`src/rtl/tetris_piece_queue.sv`:
```
// Piece generator and preview FIFO: a 16-bit Galois LFSR feeds a 7-bag (or
// rejection-random) picker, and the head entry is presented as a spawn-ready piece.
module tetris_piece_queue #(
    parameter int          PREVIEW_DEPTH = 3,
    parameter logic [3:0]  SPAWN_X       = 4'd3,
    parameter logic [4:0]  SPAWN_Y       = 5'd0,
    parameter logic [15:0] LFSR_SEED     = 16'hACE1,
    parameter bit          BAG_MODE      = 1'b1
) (
    input  logic                         clk,
    input  logic                         reset,
    input  logic                         seed_load,
    input  logic [15:0]                  seed_in,
    input  logic                         take,
    output logic                         piece_valid,
    output logic [13:0]                  piece,
    output logic [3*PREVIEW_DEPTH-1:0]   preview_types,
    output logic [PREVIEW_DEPTH-1:0]     preview_valid,
    output logic [15:0]                  pieces_dealt
);
    localparam int            CAP       = PREVIEW_DEPTH + 1;
    localparam int            CW        = $clog2(CAP + 1);
    localparam logic [CW-1:0] CAP_C     = CW'(CAP);
    localparam logic [CW-1:0] ONE_C     = CW'(1);
    localparam logic [CW-1:0] ZERO_C    = CW'(0);
    localparam logic [2:0]    PIECE_I   = 3'd0;
    localparam logic [1:0]    ROT_0     = 2'd0;
    localparam logic [15:0]   LFSR_MASK = 16'hB400;

    // First unused bag slot, scanning upward from the candidate with wrap at 7.
    function automatic logic [2:0] bag_pick(input logic [2:0] cand, input logic [6:0] used);
        logic [2:0] start;
        logic [2:0] idx;
        logic       found;
        start    = (cand == 3'd7) ? 3'd0 : cand;
        bag_pick = start;
        found    = 1'b0;
        for (int k = 0; k < 7; k++) begin
            idx = 3'((int'(start) + k) % 7);
            if (!found && !used[idx]) begin
                bag_pick = idx;
                found    = 1'b1;
            end
        end
    endfunction

    logic [15:0]              lfsr_r, lfsr_s;
    logic [CW-1:0]            count_r, count_s, base_s;
    logic [6:0]               bag_used_r, bag_used_s, bag_set_s;
    logic [2:0]               queue_r [CAP];
    logic [2:0]               queue_s [CAP];
    logic [15:0]              dealt_r, dealt_s;
    logic                     piece_valid_r, piece_valid_s;
    logic [PREVIEW_DEPTH-1:0] preview_valid_r, preview_valid_s;
    logic [2:0]               cand_s, push_type_s;
    logic                     pop_s, push_s;

    // Next-state: LFSR step, pop-then-push FIFO update, bag bookkeeping, flush.
    always_comb begin
        cand_s      = lfsr_r[2:0];
        lfsr_s      = {1'b0, lfsr_r[15:1]} ^ (lfsr_r[0] ? LFSR_MASK : 16'h0000);
        count_s     = count_r;
        base_s      = count_r;
        bag_used_s  = bag_used_r;
        dealt_s     = dealt_r;
        queue_s     = queue_r;
        pop_s       = take && (count_r != ZERO_C);
        if (BAG_MODE) begin
            push_type_s = bag_pick(cand_s, bag_used_r);
            push_s      = (count_r < CAP_C);
        end else begin
            push_type_s = cand_s;
            push_s      = (count_r < CAP_C) && (cand_s != 3'd7);
        end
        bag_set_s = bag_used_r | (7'd1 << push_type_s);

        if (seed_load) begin
            lfsr_s     = (seed_in == 16'h0000) ? LFSR_SEED : seed_in;
            count_s    = ZERO_C;
            bag_used_s = 7'h00;
            for (int i = 0; i < CAP; i++) begin
                queue_s[i] = 3'd0;
            end
        end else begin
            if (pop_s) begin
                for (int i = 0; i < CAP - 1; i++) begin
                    queue_s[i] = queue_r[i+1];
                end
                queue_s[CAP-1] = 3'd0;
                base_s         = count_r - ONE_C;
                dealt_s        = dealt_r + 16'd1;
            end else begin
                base_s = count_r;
            end
            if (push_s) begin
                for (int i = 0; i < CAP; i++) begin
                    queue_s[i] = (CW'(i) == base_s) ? push_type_s : queue_s[i];
                end
                count_s = base_s + ONE_C;
                if (BAG_MODE) begin
                    bag_used_s = (bag_set_s == 7'h7F) ? 7'h00 : bag_set_s;
                end else begin
                    bag_used_s = 7'h00;
                end
            end else begin
                count_s = base_s;
            end
        end

        piece_valid_s = (count_s != ZERO_C);
        for (int i = 0; i < PREVIEW_DEPTH; i++) begin
            preview_valid_s[i] = (int'(count_s) >= i + 2);
        end
    end

    // State and output registers with synchronous reset.
    always_ff @(posedge clk) begin
        if (reset) begin
            lfsr_r          <= LFSR_SEED;
            count_r         <= ZERO_C;
            bag_used_r      <= 7'h00;
            dealt_r         <= 16'h0000;
            piece_valid_r   <= 1'b0;
            preview_valid_r <= {PREVIEW_DEPTH{1'b0}};
            for (int i = 0; i < CAP; i++) begin
                queue_r[i] <= PIECE_I;
            end
        end else begin
            lfsr_r          <= lfsr_s;
            count_r         <= count_s;
            bag_used_r      <= bag_used_s;
            dealt_r         <= dealt_s;
            piece_valid_r   <= piece_valid_s;
            preview_valid_r <= preview_valid_s;
            for (int i = 0; i < CAP; i++) begin
                queue_r[i] <= queue_s[i];
            end
        end
    end

    assign piece_valid   = piece_valid_r;
    assign piece         = {queue_r[0], ROT_0, SPAWN_X, SPAWN_Y};
    assign preview_valid = preview_valid_r;
    assign pieces_dealt  = dealt_r;

    for (genvar g = 0; g < PREVIEW_DEPTH; g++) begin : g_preview
        assign preview_types[3*g +: 3] = queue_r[g+1];
    end
endmodule

```
`config.mk`:
```
export PLATFORM = sky130hd
export DESIGN_NAME = tetris_piece_queue
export DESIGN_NICKNAME = d
export VERILOG_FILES = /design/src/rtl/tetris_piece_queue.sv
export SDC_FILE = /design/constraint.sdc
export NUM_CORES = 1
export LEC_CHECK = 0
export BUFFER_PORTS_ARGS = -buffer_cell sky130_fd_sc_hd__buf_2
export CORE_ASPECT_RATIO = 1.1
export CORE_MARGIN = 1
export CORE_UTILIZATION = 55
export CTS_BUF_LIST = sky130_fd_sc_hd__clkbuf_16
export DETAILED_ROUTE_END_ITERATION = 8
export PLACE_DENSITY = 0.83
export SYNTH_ARGS = -nofsm -noshare
export SYNTH_HDL_FRONTEND = slang
export SYNTH_SLANG_ARGS = --single-unit
```
`constraint.sdc`:
```
create_clock -name clk -period 6.1 [get_ports clk]
set_clock_uncertainty 0.2 [all_clocks]
set_input_delay 0.915 -clock clk [delete_from_list [all_inputs] [get_ports clk]]
set_output_delay 0.915 -clock clk [all_outputs]
set_load 0.02 [all_outputs]
```
# [After elaboration in Yosys (flattened, before gate mapping)]
# Index checks and enable logic that the tools add are counted.
[op_classes] add_sub_neg=9 multipliers=0 div=7 magnitude_cmp=11 eq_ne=5 n_shift=1 muxes=42 n_bitwise=3 reduce_logical=24
[ops] cell="modulo 32 x 4 -> 32 bit (second input constant)" n=6
[ops] cell="2-to-1 mux 16 bit" n=3
[ops] cell="2-to-1 mux 3 bit" n=16
[ops] cell="modulo 4 x 4 -> 32 bit (second input constant)" n=1
[ops] cell="< comparator 3 x 4 -> 1 bit (second input constant)" n=7
[ops] cell="2-to-1 mux 12 bit" n=2
[ops] cell="binary-select mux 1 bit (select 3 bit)" n=7
[ops] cell="adder 16 x 1 -> 16 bit (second input constant)" n=1
[ops] cell="zero test 16 bit" n=1
[ops] cell="bitwise XOR 15 x 16 -> 16 bit" n=1
[ops] cell="2-to-1 mux 1 bit" n=13
[ops] cell="adder 3 x 3 -> 4 bit (second input constant)" n=3
[ops] cell="zero test 1 bit" n=11
[ops] cell="adder 3 x 2 -> 4 bit (second input constant)" n=2
[ops] cell="equality test 7 bit (second input constant)" n=1
[ops] cell="logical AND 1 bit" n=7
[ops] cell="2-to-1 mux 7 bit" n=1
[ops] cell="bitwise OR 7 bit" n=1
[ops] cell="<< shifter 1 x 3 -> 7 bit (first input constant)" n=1
[ops] cell="equality test 2 x 3 -> 1 bit (first input constant)" n=2
[ops] cell=">= comparator 3 x 2 -> 1 bit (second input constant)" n=2
[ops] cell="nonzero test 3 bit" n=2
[ops] cell="adder 3 x 1 -> 4 bit (second input constant)" n=1
[ops] cell="adder 3 x 1 -> 3 bit (second input constant)" n=1
[ops] cell="other kinds (9)" n=9
[totals] reg_bits=58 latch_bits=0 mem_bits_rw=0 rom_bits=0 output_inout_bits=43 wordCells=112 memories=0

# [Logic depth before layout (Yosys ltp)]
# Gate-level depths: netlist (run 1).
[depth] ltp_word=28 mapped_depth=20

# [Least setup slack after synthesis (run 1)]
# No wires, ideal clock.
[synth_timing] kind="flip-flop to flip-flop" from="reg lfsr_r[1]" to="reg bag_used_r[0]" setup_ns=0.135 arrival_ns=4.274 slack_ns=1.491 stages_incl_launch_ff=19 path_buffers=3 period_less_slack_ns=4.609 path_cell_list="dfxtp_1 -> buf_6 -> inv_1 -> ha_1 -> clkbuf_1 -> inv_1 -> ha_1 -> clkbuf_1 -> nand2b_1 -> o221ai_2 -> mux2_2 -> a22oi_1 -> nand2_1 -> o2111a_1 -> o32ai_1 -> a21oi_1 -> or4_1 -> a32oi_2 -> a21oi_1"
[synth_via] elab_chain_cells=28 elab_cells_between_ends=63 cone_classes="add/sub: 6; div: 7; eq/ne: 2; shift: 1; mux: 29; bitwise: 1; reduce/logical: 17"
[synth_lines] element="from (decl)" line_no="47" rtl="logic [15:0] lfsr_r, lfsr_s;"
[synth_lines] element="from (signal assigned)" line_no="129" rtl="lfsr_r <= lfsr_s;"
[synth_lines] element="equality test 3 bit" line_no="35" rtl="start = (cand == 3'd7) ? 3'd0 : cand;"
[synth_lines] element="2-to-1 mux 3 bit (*)" line_no="35"
[synth_lines] element="adder 3 x 1 -> 4 bit" line_no="39" rtl="idx = 3'((int'(start) + k) % 7);"
[synth_lines] element="modulo 32 x 4 -> 32 bit" line_no="39"
[synth_lines] element="binary-select mux 1 bit (select 3 bit)" line_no="40" rtl="if (!found && !used[idx]) begin"
[synth_lines] element="2-to-1 mux 1 bit (not written as such)" line_no="40"
[synth_lines] element="zero test 1 bit" line_no="40"
[synth_lines] element="logical AND 1 bit" line_no="40"
[synth_lines] element="[... 12 more ...]"
[synth_lines] element="2-to-1 mux 1 bit" line_no="40"
[synth_lines] element="zero test 1 bit" line_no="40"
[synth_lines] element="logical AND 1 bit" line_no="40"
[synth_lines] element="2-to-1 mux 3 bit (*)" line_no="40"
[synth_lines] element="<< shifter 1 x 3 -> 7 bit (*)" line_no="75" rtl="bag_set_s = bag_used_r | (7'd1 << push_type_s);"
[synth_lines] element="bitwise OR 7 bit (*)" line_no="75"
[synth_lines] element="equality test 7 bit" line_no="101" rtl="bag_used_s = (bag_set_s == 7'h7F) ? 7'h00 : bag_set_s;"
[synth_lines] element="2-to-1 mux 7 bit (*)" line_no="101"
[synth_lines] element="to (signal assigned)" line_no="131" rtl="bag_used_r <= bag_used_s;"
[synth_lines] element="to (decl)" line_no="49" rtl="logic [6:0] bag_used_r, bag_used_s, bag_set_s;"
# Every way passes the cells marked *; elsewhere a longest branch is shown, timed or not. The select of a mux whose other input is x is not followed.
# A chain may end at the register's enable or synchronous reset.

# [Worst setup path in the final report (run 1)]
[layout_timing] from="reg lfsr_r[2]" to="reg bag_used_r[0]"
# The elaborated chain is that of the path after synthesis.

==> reports/qor.csv, run 1 <==
metric,value,unit
cell mode on critical path,a21oi_1,
area delta synth->final,9.997,%
first-pass GRT wire length,21400,um
multi-input logic area,3267,um2
prevailing post-synth register cell,dfxtp_1,
Final GP Congestion,0.9300,
CP max FO,20,
grt total ovfl,0,
chip height,100.0,um
ANT cells,0,
Max Cap Viol,0,
total wire length,12930,um
core area,8408,um2
"Seq/Total Area, Yosys",24.16,%
clk_lat worst skew,320,ps
hold crit path type,flop to flop,
CP max stage delay,590,ps
min Tclk post-route,5561,ps
1st-pass router iterations,5,
Hold Fails Final Rpt,0,
DRT iter0 DRCs,389,
total CTS buffers,9,
# port buffers,51,
# setup viols final,0,
CP max stage cell,dfxtp_1,
fin crit share,91.17,%
Slew @ Worst Pin,1256,ps
Final #Nets,662,
DIE WIDTH,91.13,um
PD cells,305.4,nW/um2
kind of critical path,flop to flop,
worst path cell trace,"buf_4, a21bo_1, ha_1, ha_1, a21oi_1, o221ai_2, mux2_2, a22oi_1, nand2_1, o2111a_1, o32ai_1, a21oi_1, buf_4, or4_1, a32oi_2, a21oi_1",
CTS Root Cell,clkbuf_16,
row cnt,35,
initial antenna violation count,0,
Post-synth EDFFs,0,
synthesized cell area,4806,um2
Post-DRT Antenna Nets,0,
Fillers,713,
synth unique cells,95,
Total Routing Usage GR,28.97,%
post-route DRC violation count,0,
CP Launch Type,flop,
Post-CTS Hold Buffers,0,
Peak Freq,0.1798,GHz
H-Tree Depth,3,
Leak,2.210,nW
layout cells sized above 1,16.45,%
area share of the largest cell type after synthesis,24.16,%
Wirelength per Cell,17.54,um
Crit. End Element,flop,
largest net degree at the start of global routing,39,
via count,4601,
"area leader, netlist",dfxtp_1,
Setup Total Neg Slack,0,ps
synth warn,0,
max_slew headroom,16.27,%
Worst VDD drop,0.3624,mV
main area contributors after synthesis,"dfxtp_1 24%, mux2i_1 5.6%, ha_1 5.5%, nor2_1 5.3%, a21oi_1 4.0%",
TritonCTS clock tree,yes,
IO Pins,63,
crit path DAT,5550,ps
RSZ-0062 raised after global routing,no,
clk buf depth,2,
dpl hpwl,8980,um
worst hold slack,268.4,ps
Die ar.,9116,um2
syn_area_per_cell,8.104,um2
vias in the first global route,4500,
outcome,finished clean,
Sequential Area,1161,um2
most frequent cells in the layout,"68 x nor2_1, 58 x dfxtp_1, 51 x buf_2, 39 x nand2_1, 38 x a21oi_1",
TritonCTS sink count,58,
Post-synth ARST share,0,%
# Post-CTS Setup Buffers,0,
post_cts resized,0,
DR vias/cell,6.243,
"Reg clk slew, reported paths",50,ps
cell count after synthesis,593,
"commonest non-fill, non-tap cell in the layout",nor2_1,
WP data required,6090,ps
number of synthesized register bits,58,
starting density of the core,57.16,%
max-slew violations,0,
[stage by stage]
step / instance area, um2 / util (%) / std cells / setup slack [ps] / total power, W
global route: 5286 / 62.87 / 737 / 257.9 / 0.001699
floorplan: 4843 / - / 603 / 1491 / 0.0009417
CTS: 5286 / 62.87 / 737 / 662.6 / 0.001607
detailed placement: 4976 / 59.18 / 721 / 663.9 / 0.001073
global placement: 4976 / 59.18 / 721 / 816.7 / 0.001051
finish: 5286 / 62.87 / 737 / 538.6 / 0.001615
[metal layers]
metal | track usage, % | vias up | part of all wire [%]
met1 | 34.44 | 2146 | 40
li1 | - | 2189 | -
met2 | 48.83 | 204 | 48
met4 | 18.68 | 0 | 4.5
met5 | 0 | - | 0
met3 | 4.621 | 62 | 6.6
[flip-flops by register name (all words and copies together), names as in the netlist]
signal,flops
bag_used_r,7
count_r,3
preview_valid,3
pieces_dealt,16
piece,3
lfsr_r,16
preview_types,9
piece_valid,1
[logic make-up after synthesis]
| family | after synthesis | synth area share [%] |
|---|---|---|
| XOR/XNOR | 27 | 5.467 |
| adder cells (fa/ha/maj) | 21 | 5.467 |
| AO/OA/AOI/OAI | 163 | 25.96 |
| multiplexers | 34 | 7.498 |
| other | 2 | 0.1563 |
| AND/OR/NAND/NOR | 212 | 22.65 |
| buffers and inverters | 76 | 8.643 |
| flip-flops | 58 | 24.16 |
[layout make-up]
type	count	area share, %
clock buffers	9	4.260
multi-input cells	469	61.80
repair buffers	58	5.822
clock inverters	7	1.609
well taps	111	2.627
flip-flops and latches	58	21.96
inverters	25	1.917
[power by group]
part	internal [W]	switching (W)	leakage [nW]
combinational	0.000231	0.000395	1.58
sequential	0.000423	0.0000425	0.474
clock	0.000352	0.000171	0.154
[worst paths after layout]
| kind | slack (ps) | cells past startpoint | endpoint | from |
|---|---|---|---|---|
| max | 540 | 16 | bag_used_r[0]$_SDFFE_PP0N_ | lfsr_r[2]$_SDFF_PP0_ |
| min | 270 | 2 | lfsr_r[2]$_SDFF_PP0_ | lfsr_r[3]$_SDFF_PP0_ |
| max reg2reg | 540 | 16 | bag_used_r[0]$_SDFFE_PP0N_ | lfsr_r[2]$_SDFF_PP0_ |
| min reg2reg | 270 | 2 | lfsr_r[2]$_SDFF_PP0_ | lfsr_r[3]$_SDFF_PP0_ |
[Yosys cell counts (4+ instances only)]
master and number:
o22a_1 5, buf_6 8, and2_1 4, o32ai_1 4, o21ai_0 23, buf_2 5, xnor2_1 13, o21a_1 5
a21oi_1 38, clkbuf_1 22, nor2_1 68, a31oi_1 6, nor3_1 6, mux2_2 6, xor2_1 12, o211ai_1 5
nand2_1 39, or3_1 4, ha_1 21, a211oi_1 12, o21ai_1 6, mux2i_1 27, inv_1 23, nor2b_1 7
nand2b_1 15, nand3_1 17, dfxtp_1 58, nand4_1 6, and3_1 7, buf_4 15, nor4_1 8, nand3b_1 5
[worst max-delay path: cells and delay by family, from the launching register on]
| kind | cells | cell delay, ps |
|---|---|---|
| muxes | 1 | 410 |
| buffers and inverters | 2 | 520 |
| and+or+nand+nor | 2 | 630 |
| adders and majority gates | 2 | 850 |
| AOI/OAI and AO/OA | 9 | 2240 |
| DFF | 1 | 590 |
Note: power is estimated with default switching activity, not from simulation.
==> inputs of run 2 (changes only) <==
--- a/config.mk
+++ b/config.mk
@@ -12,6 +12,7 @@
 export CTS_BUF_LIST = sky130_fd_sc_hd__clkbuf_16
 export DETAILED_ROUTE_END_ITERATION = 8
 export PLACE_DENSITY = 0.83
+export RECOVER_POWER = 50
 export SYNTH_ARGS = -nofsm -noshare
 export SYNTH_HDL_FRONTEND = slang
 export SYNTH_SLANG_ARGS = --single-unit
==> run 2 against run 1 <==
Against the previous run:
- via count grew 0.80%
- cell count is the same
- final area shrank 0.78%
- maximum frequency grew 0.37%
- setup slack gained 21 ps
- global-route usage is the same
- die area is the same
- highest routed layer unchanged
- sequential cell count is the same
- sequential share of layout area grew 0.17 points
- critical path type unchanged
==> reports/qor.csv, run 2 (synthesis results as in run 1) <==
metric,value,unit,change
outcome,finished clean,,unchanged
CP max FO,20,,unchanged
layout cells sized above 1,11.18,%,was 16.45%
# port buffers,51,,unchanged
max-slew violations,0,,unchanged
initial antenna violation count,0,,unchanged
CTS Root Cell,clkbuf_16,,unchanged
Die ar.,9116,um2,unchanged
Crit. End Element,flop,,unchanged
via count,4638,,was 4601
fin util,62.38,%,was 62.87%
Wirelength per Cell,17.51,um,was 17.54 um
Worst VDD drop,0.3623,mV,was 0.3624 mV
CP max stage cell,dfxtp_1,,unchanged
DR vias/cell,6.293,,was 6.243
most frequent cells in the layout,"68 x nor2_1, 58 x dfxtp_1, 39 x nand2_1, 38 x a21oi_1, 33 x clkbuf_1",,"was 68 x nor2_1, 58 x dfxtp_1, 51 x buf_2, 39 x nand2_1, 38 x a21oi_1"
FF-to-FF path depth,16,,unchanged
Total Routing Usage GR,28.97,%,unchanged
first-pass GRT wire length,21400,um,unchanged
DIE WIDTH,91.13,um,unchanged
Hold Fails Final Rpt,0,,unchanged
max_slew headroom,14.73,%,was 16.27%
post-route DRC violation count,0,,unchanged
grt total ovfl,0,,unchanged
kind of critical path,flop to flop,,unchanged
Post-DRT Antenna Nets,0,,unchanged
Setup Total Neg Slack,0,ps,unchanged
fin crit share,90.83,%,was 91.17%
core area,8408,um2,unchanged
Max Cap Viol,0,,unchanged
post_cts resized,0,,unchanged
ANT cells,0,,unchanged
Peak Freq,0.1805,GHz,was 0.1798 GHz
CP Launch Type,flop,,unchanged
critical hold path startpoint,lfsr_r[3]$_SDFF_PP0_,,unchanged
min Tclk post-route,5541,ps,was 5561 ps
chip height,100.0,um,unchanged
PD cells,306.4,nW/um2,was 305.4 nW/um2
crit path DAT,5530,ps,was 5550 ps
FF-to-FF setup slack,560,ps,was 540 ps
Fillers,727,,was 713
total wire length,12900,um,was 12930 um
Final GP Congestion,0.9300,,unchanged
clock power share,32.5,%,was 32.4%
TritonCTS sink count,58,,unchanged
"commonest non-fill, non-tap cell in the layout",nor2_1,,unchanged
"Reg clk slew, reported paths",50,ps,about the same
r2r startpoint,lfsr_r[2]$_SDFF_PP0_,,unchanged
largest net degree at the start of global routing,39,,unchanged
Leak,2.069,nW,was 2.210 nW
share of power burned in registers,29.0,%,was 28.8%
dpl hpwl,8980,um,unchanged
Sw Share,37.79,%,was 37.66%
Slew @ Worst Pin,1279,ps,was 1256 ps
Final #Nets,662,,unchanged
vias in the first global route,4500,,unchanged
Switch Pwr,0.0006074,W,was 0.0006081 W
starting density of the core,57.16,%,unchanged
Critical R2R Capture,bag_used_r[0]$_SDFFE_PP0N_,,unchanged
Comb power frac,38.5,%,was 38.8%
IO Pins,63,,unchanged
clk_lat worst skew,320,ps,about the same
Power Internal,0.0009997,W,was 0.001007 W
1st-pass router iterations,5,,unchanged
cell mode on critical path,a21oi_1,,unchanged
worst setup slack after layout,559.3,ps,was 538.6 ps
hold crit path type,flop to flop,,unchanged
pre-CTS WS,663.9,ps,unchanged
Pwr Total,0.001607,W,was 0.001615 W
DRT iter0 DRCs,369,,was 389
TritonCTS clock tree,yes,,unchanged
H-Tree Depth,3,,unchanged
WHS Endpoint,lfsr_r[2]$_SDFF_PP0_,,unchanged
row cnt,35,,unchanged
RSZ-0062 raised after global routing,no,,unchanged
# Post-CTS Setup Buffers,0,,unchanged
Post-CTS Hold Buffers,0,,unchanged
CP max stage delay,590,ps,about the same
clk buf depth,2,,unchanged
worst path cell trace,"buf_4, a21bo_1, ha_1, ha_1, a21oi_1, o221ai_2, mux2_2, a22oi_1, nand2_1, o2111a_1, o32ai_1, a21oi_1, buf_4, or4_1, a32oi_2, a21oi_1",,unchanged
# setup viols final,0,,unchanged
total CTS buffers,9,,unchanged
area delta synth->final,9.138,%,was 9.997%
Min-Delay Path Depth,2,,unchanged
WP data required,6090,ps,about the same
## run 2: cell types whose count changed in the layout (fill, tap and decap cells not counted), sizes merged
cell    change
buf        -33
clkbuf     +33
## run 2: how the worst max path moves through the flow
| stage | start | endpoint | depth (start not counted) |
|---|---|---|---|
| after floorplan | lfsr_r[1]$_SDFF_PP0_ | bag_used_r[0]$_SDFFE_PP0N_ | 18 |
| after global placement | lfsr_r[2]$_SDFF_PP0_ | bag_used_r[2]$_SDFFE_PP0N_ | 17 |
| after detailed placement | lfsr_r[2]$_SDFF_PP0_ | bag_used_r[2]$_SDFFE_PP0N_ | 17 |
| after CTS | lfsr_r[2]$_SDFF_PP0_ | bag_used_r[5]$_SDFFE_PP0N_ | 17 |
| after global routing | lfsr_r[2]$_SDFF_PP0_ | bag_used_r[4]$_SDFFE_PP0N_ | 16 |
| final | lfsr_r[2]$_SDFF_PP0_ | bag_used_r[0]$_SDFFE_PP0N_ | 16 |
## run 2: critical path: cells and delay by family, from the launching register on
kind / cells / cell delay [ps]
adder cells (fa/ha/maj): 2 / 860
buffers and inverters: 2 / 510
AND/OR/NAND/NOR: 2 / 630
multiplexers: 1 / 410
AO/OA/AOI/OAI: 9 / 2200
flip-flops: 1 / 590
## run 2: cell type report
class / instances / area (um2) / share of cell area [%]
repair buffers: 58 / 266.5 / 5.081
flip-flops and latches: 58 / 1161 / 22.14
inverters: 25 / 101.3 / 1.932
clock buffers: 9 / 225.2 / 4.294
multi-input cells: 469 / 3267 / 62.29
clock inverters: 7 / 85.08 / 1.622
well taps: 111 / 138.9 / 2.648
## run 2: layer usage
| metal | vias to the layer above | wire, um | GRT usage, % |
|---|---|---|---|
| li1 | 2194 | - | - |
| met3 | 60 | 878 | 4.621 |
| met1 | 2164 | 5193 | 34.44 |
| met4 | 0 | 605 | 18.68 |
| met5 | - | 0 | 0 |
| met2 | 220 | 6224 | 48.83 |
## run 2: metrics by stage
step	std cells	hold slack, ps	area, um2
2_1_floorplan	603	235.2	4843
3_3_place_gp	721	240.2	4976
3_5_place_dp	721	251.1	4976
4_1_cts	737	271.8	5286
5_1_grt	737	288.7	5245
6_report	737	264.6	5245
## run 2: power groups by stage
stage	Combinational, W	Sequential [W]	Clock, W
2_1_floorplan	0.000464	0.000478	0
3_5_place_dp	0.000603	0.000470	0
3_3_place_gp	0.000583	0.000468	0
6_report	0.000619	0.000466	0.000522
4_1_cts	0.000616	0.000465	0.000526
5_1_grt	0.000679	0.000471	0.000544
==> inputs of run 3 (changes only) <==
==> constraint.sdc (replaced) <==
create_clock -name clk -period 6.1 [get_ports clk]
set_clock_uncertainty 0.2 [all_clocks]
set_input_delay 0.61 -clock clk [delete_from_list [all_inputs] [get_ports clk]]
set_output_delay 0.61 -clock clk [all_outputs]
set_load 0.02 [all_outputs]
==> run 3 against run 2 <==
Against the previous run:
- first-iteration DRC count is 1.9% higher
- clock-buffer cell count stayed put
- via count is 0.19% lower
- total power hardly changed
- non-clock buffer count stayed put
- largest power group unchanged
==> reports/qor.csv, run 3 (synthesis results as in run 1) <==
metric,value,unit,change
outcome,finished clean,,unchanged
met2 WL post-DR,6191,um,was 6224 um
WP data required,6090,ps,about the same
Final GP Congestion,0.9300,,unchanged
initial antenna violation count,0,,unchanged
grt total ovfl,0,,unchanged
Post-CTS Hold Buffers,0,,unchanged
core area,8408,um2,unchanged
clock power share,32.6,%,was 32.5%
post_cts resized,0,,unchanged
r2r startpoint,lfsr_r[2]$_SDFF_PP0_,,unchanged
first-pass GRT wire length,21400,um,unchanged
Fillers,729,,was 727
critical hold path startpoint,lfsr_r[3]$_SDFF_PP0_,,unchanged
row cnt,35,,unchanged
vias in the first global route,4500,,unchanged
max_slew headroom,16.55,%,was 14.73%
Sequential Area,1161,um2,unchanged
# setup viols final,0,,unchanged
ANT cells,0,,unchanged
starting density of the core,57.16,%,unchanged
PD cells,306.4,nW/um2,about the same
# port buffers,51,,unchanged
most frequent cells in the layout,"68 x nor2_1, 58 x dfxtp_1, 39 x nand2_1, 38 x a21oi_1, 34 x clkbuf_1",,"was 68 x nor2_1, 58 x dfxtp_1, 39 x nand2_1, 38 x a21oi_1, 33 x clkbuf_1"
clk buf depth,2,,unchanged
hold crit path type,flop to flop,,unchanged
clk_lat worst skew,320,ps,about the same
"commonest non-fill, non-tap cell in the layout",nor2_1,,unchanged
post-route DRC violation count,0,,unchanged
origin of the worst setup path,lfsr_r[2]$_SDFF_PP0_,,unchanged
"Reg clk slew, reported paths",50,ps,about the same
IO Pins,63,,unchanged
Hold Fails Final Rpt,0,,unchanged
Power Internal,0.0009984,W,was 0.0009997 W
Switch Pwr,0.0006075,W,was 0.0006074 W
Worst VDD drop,0.3647,mV,was 0.3623 mV
H-Tree Depth,3,,unchanged
min Tclk post-route,5532,ps,was 5541 ps
fin crit share,90.69,%,was 90.83%
# Post-CTS Setup Buffers,0,,unchanged
wire length on met3,870,um,was 878 um
DR vias/cell,6.281,,was 6.293
Peak Freq,0.1808,GHz,was 0.1805 GHz
crit path DAT,5520,ps,was 5530 ps
Post-DP Area,4976,um2,unchanged
via count,4629,,was 4638
CP max FO,20,,unchanged
DRT met1 WL,5233,um,was 5193 um
Max Cap Viol,0,,unchanged
dpl hpwl,8980,um,unchanged
Slew @ Worst Pin,1252,ps,was 1279 ps
kind of critical path,flop to flop,,unchanged
max-slew violations,0,,unchanged
fin area,5241,um2,was 5245 um2
RSZ-0062 raised after global routing,no,,unchanged
area delta synth->final,9.060,%,was 9.138%
Total Routing Usage GR,28.97,%,unchanged
Leak,2.066,nW,was 2.069 nW
CTS Root Cell,clkbuf_16,,unchanged
TritonCTS sink count,58,,unchanged
DIE WIDTH,91.13,um,unchanged
Wirelength per Cell,17.52,um,was 17.51 um
share of power burned in registers,29.0,%,about the same
Comb power frac,38.4,%,was 38.5%
Post-DRT Antenna Nets,0,,unchanged
layout cells sized above 1,11.02,%,was 11.18%
total wire length,12910,um,was 12900 um
Sw Share,37.83,%,was 37.79%
multi-input logic area,3267,um2,unchanged
TritonCTS clock tree,yes,,unchanged
1st-pass router iterations,5,,unchanged
Final #Nets,662,,unchanged
Die ar.,9116,um2,unchanged
DRT iter0 DRCs,376,,was 369
largest net degree at the start of global routing,39,,unchanged
Setup Total Neg Slack,0,ps,unchanged
total CTS buffers,9,,unchanged
CP Launch Type,flop,,unchanged
chip height,100.0,um,unchanged
max layer used,met4,,unchanged
Crit. End Element,flop,,unchanged
[run 3: changes by cell type in the layout (fill, tap and decap cells not counted), sizes merged]
cell | before | now
buf | 25 | 24
clkbuf | 42 | 43
[run 3: path summary, 6_finish.rpt]
path,endpoint,slack [ps],cells after the start
worst max register to register,bag_used_r[0]$_SDFFE_PP0N_,570,16
worst min-delay path,lfsr_r[2]$_SDFF_PP0_,270,2
worst min register to register,lfsr_r[2]$_SDFF_PP0_,270,2
worst max-delay path,bag_used_r[0]$_SDFFE_PP0N_,570,16
[run 3: worst max-delay path, cell delays in order (launching register included)]
cell	delay, ps
dfxtp_1	590
buf_4	320
a21bo_1	330
ha_1	460
ha_1	380
a21oi_1	90
o221ai_2	320
mux2_2	410
a22oi_1	290
nand2_1	120
o2111a_1	240
o32ai_1	300
a21oi_1	110
buf_4	190
or4_1	510
a32oi_2	400
a21oi_1	130
[run 3: final cells by class]
cell class | instances | share of cell area, %
timing repair buffer | 58 | 5.013
tap | 111 | 2.650
multi-input combinational | 469 | 62.33
clock buffer | 9 | 4.297
inverter | 25 | 1.934
clock inverter | 7 | 1.623
sequential | 58 | 22.15
[run 3: metal layers]
| metal | up-vias | GRT usage (%) |
|---|---|---|
| li1 | 2189 | - |
| met1 | 2174 | 34.44 |
| met2 | 211 | 48.83 |
| met3 | 55 | 4.621 |
| met4 | 0 | 18.68 |
| met5 | - | 0 |
[run 3: per-stage QoR]
stage               utilization, %  setup slack (ps)  power [W]  std cells  hold WS [ps]
global route                 62.34             257.9   0.001692        737         288.7
global placement             59.18             816.7   0.001051        721         240.2
detailed placement           59.18             663.9   0.001073        721         251.1
CTS                          62.87             662.6   0.001607        737         271.8
floorplan                        -              1491  0.0009417        603         235.2
finish                       62.34             568.1   0.001606        737         265.6
[run 3: power groups by stage]
stage | Clock [W] | Combinational [W] | Sequential [W]
after floorplan | 0 | 0.000464 | 0.000478
after global placement | 0 | 0.000583 | 0.000468
after detailed placement | 0 | 0.000603 | 0.000470
after CTS | 0.000526 | 0.000616 | 0.000465
after global routing | 0.000544 | 0.000677 | 0.000471
final | 0.000523 | 0.000617 | 0.000466
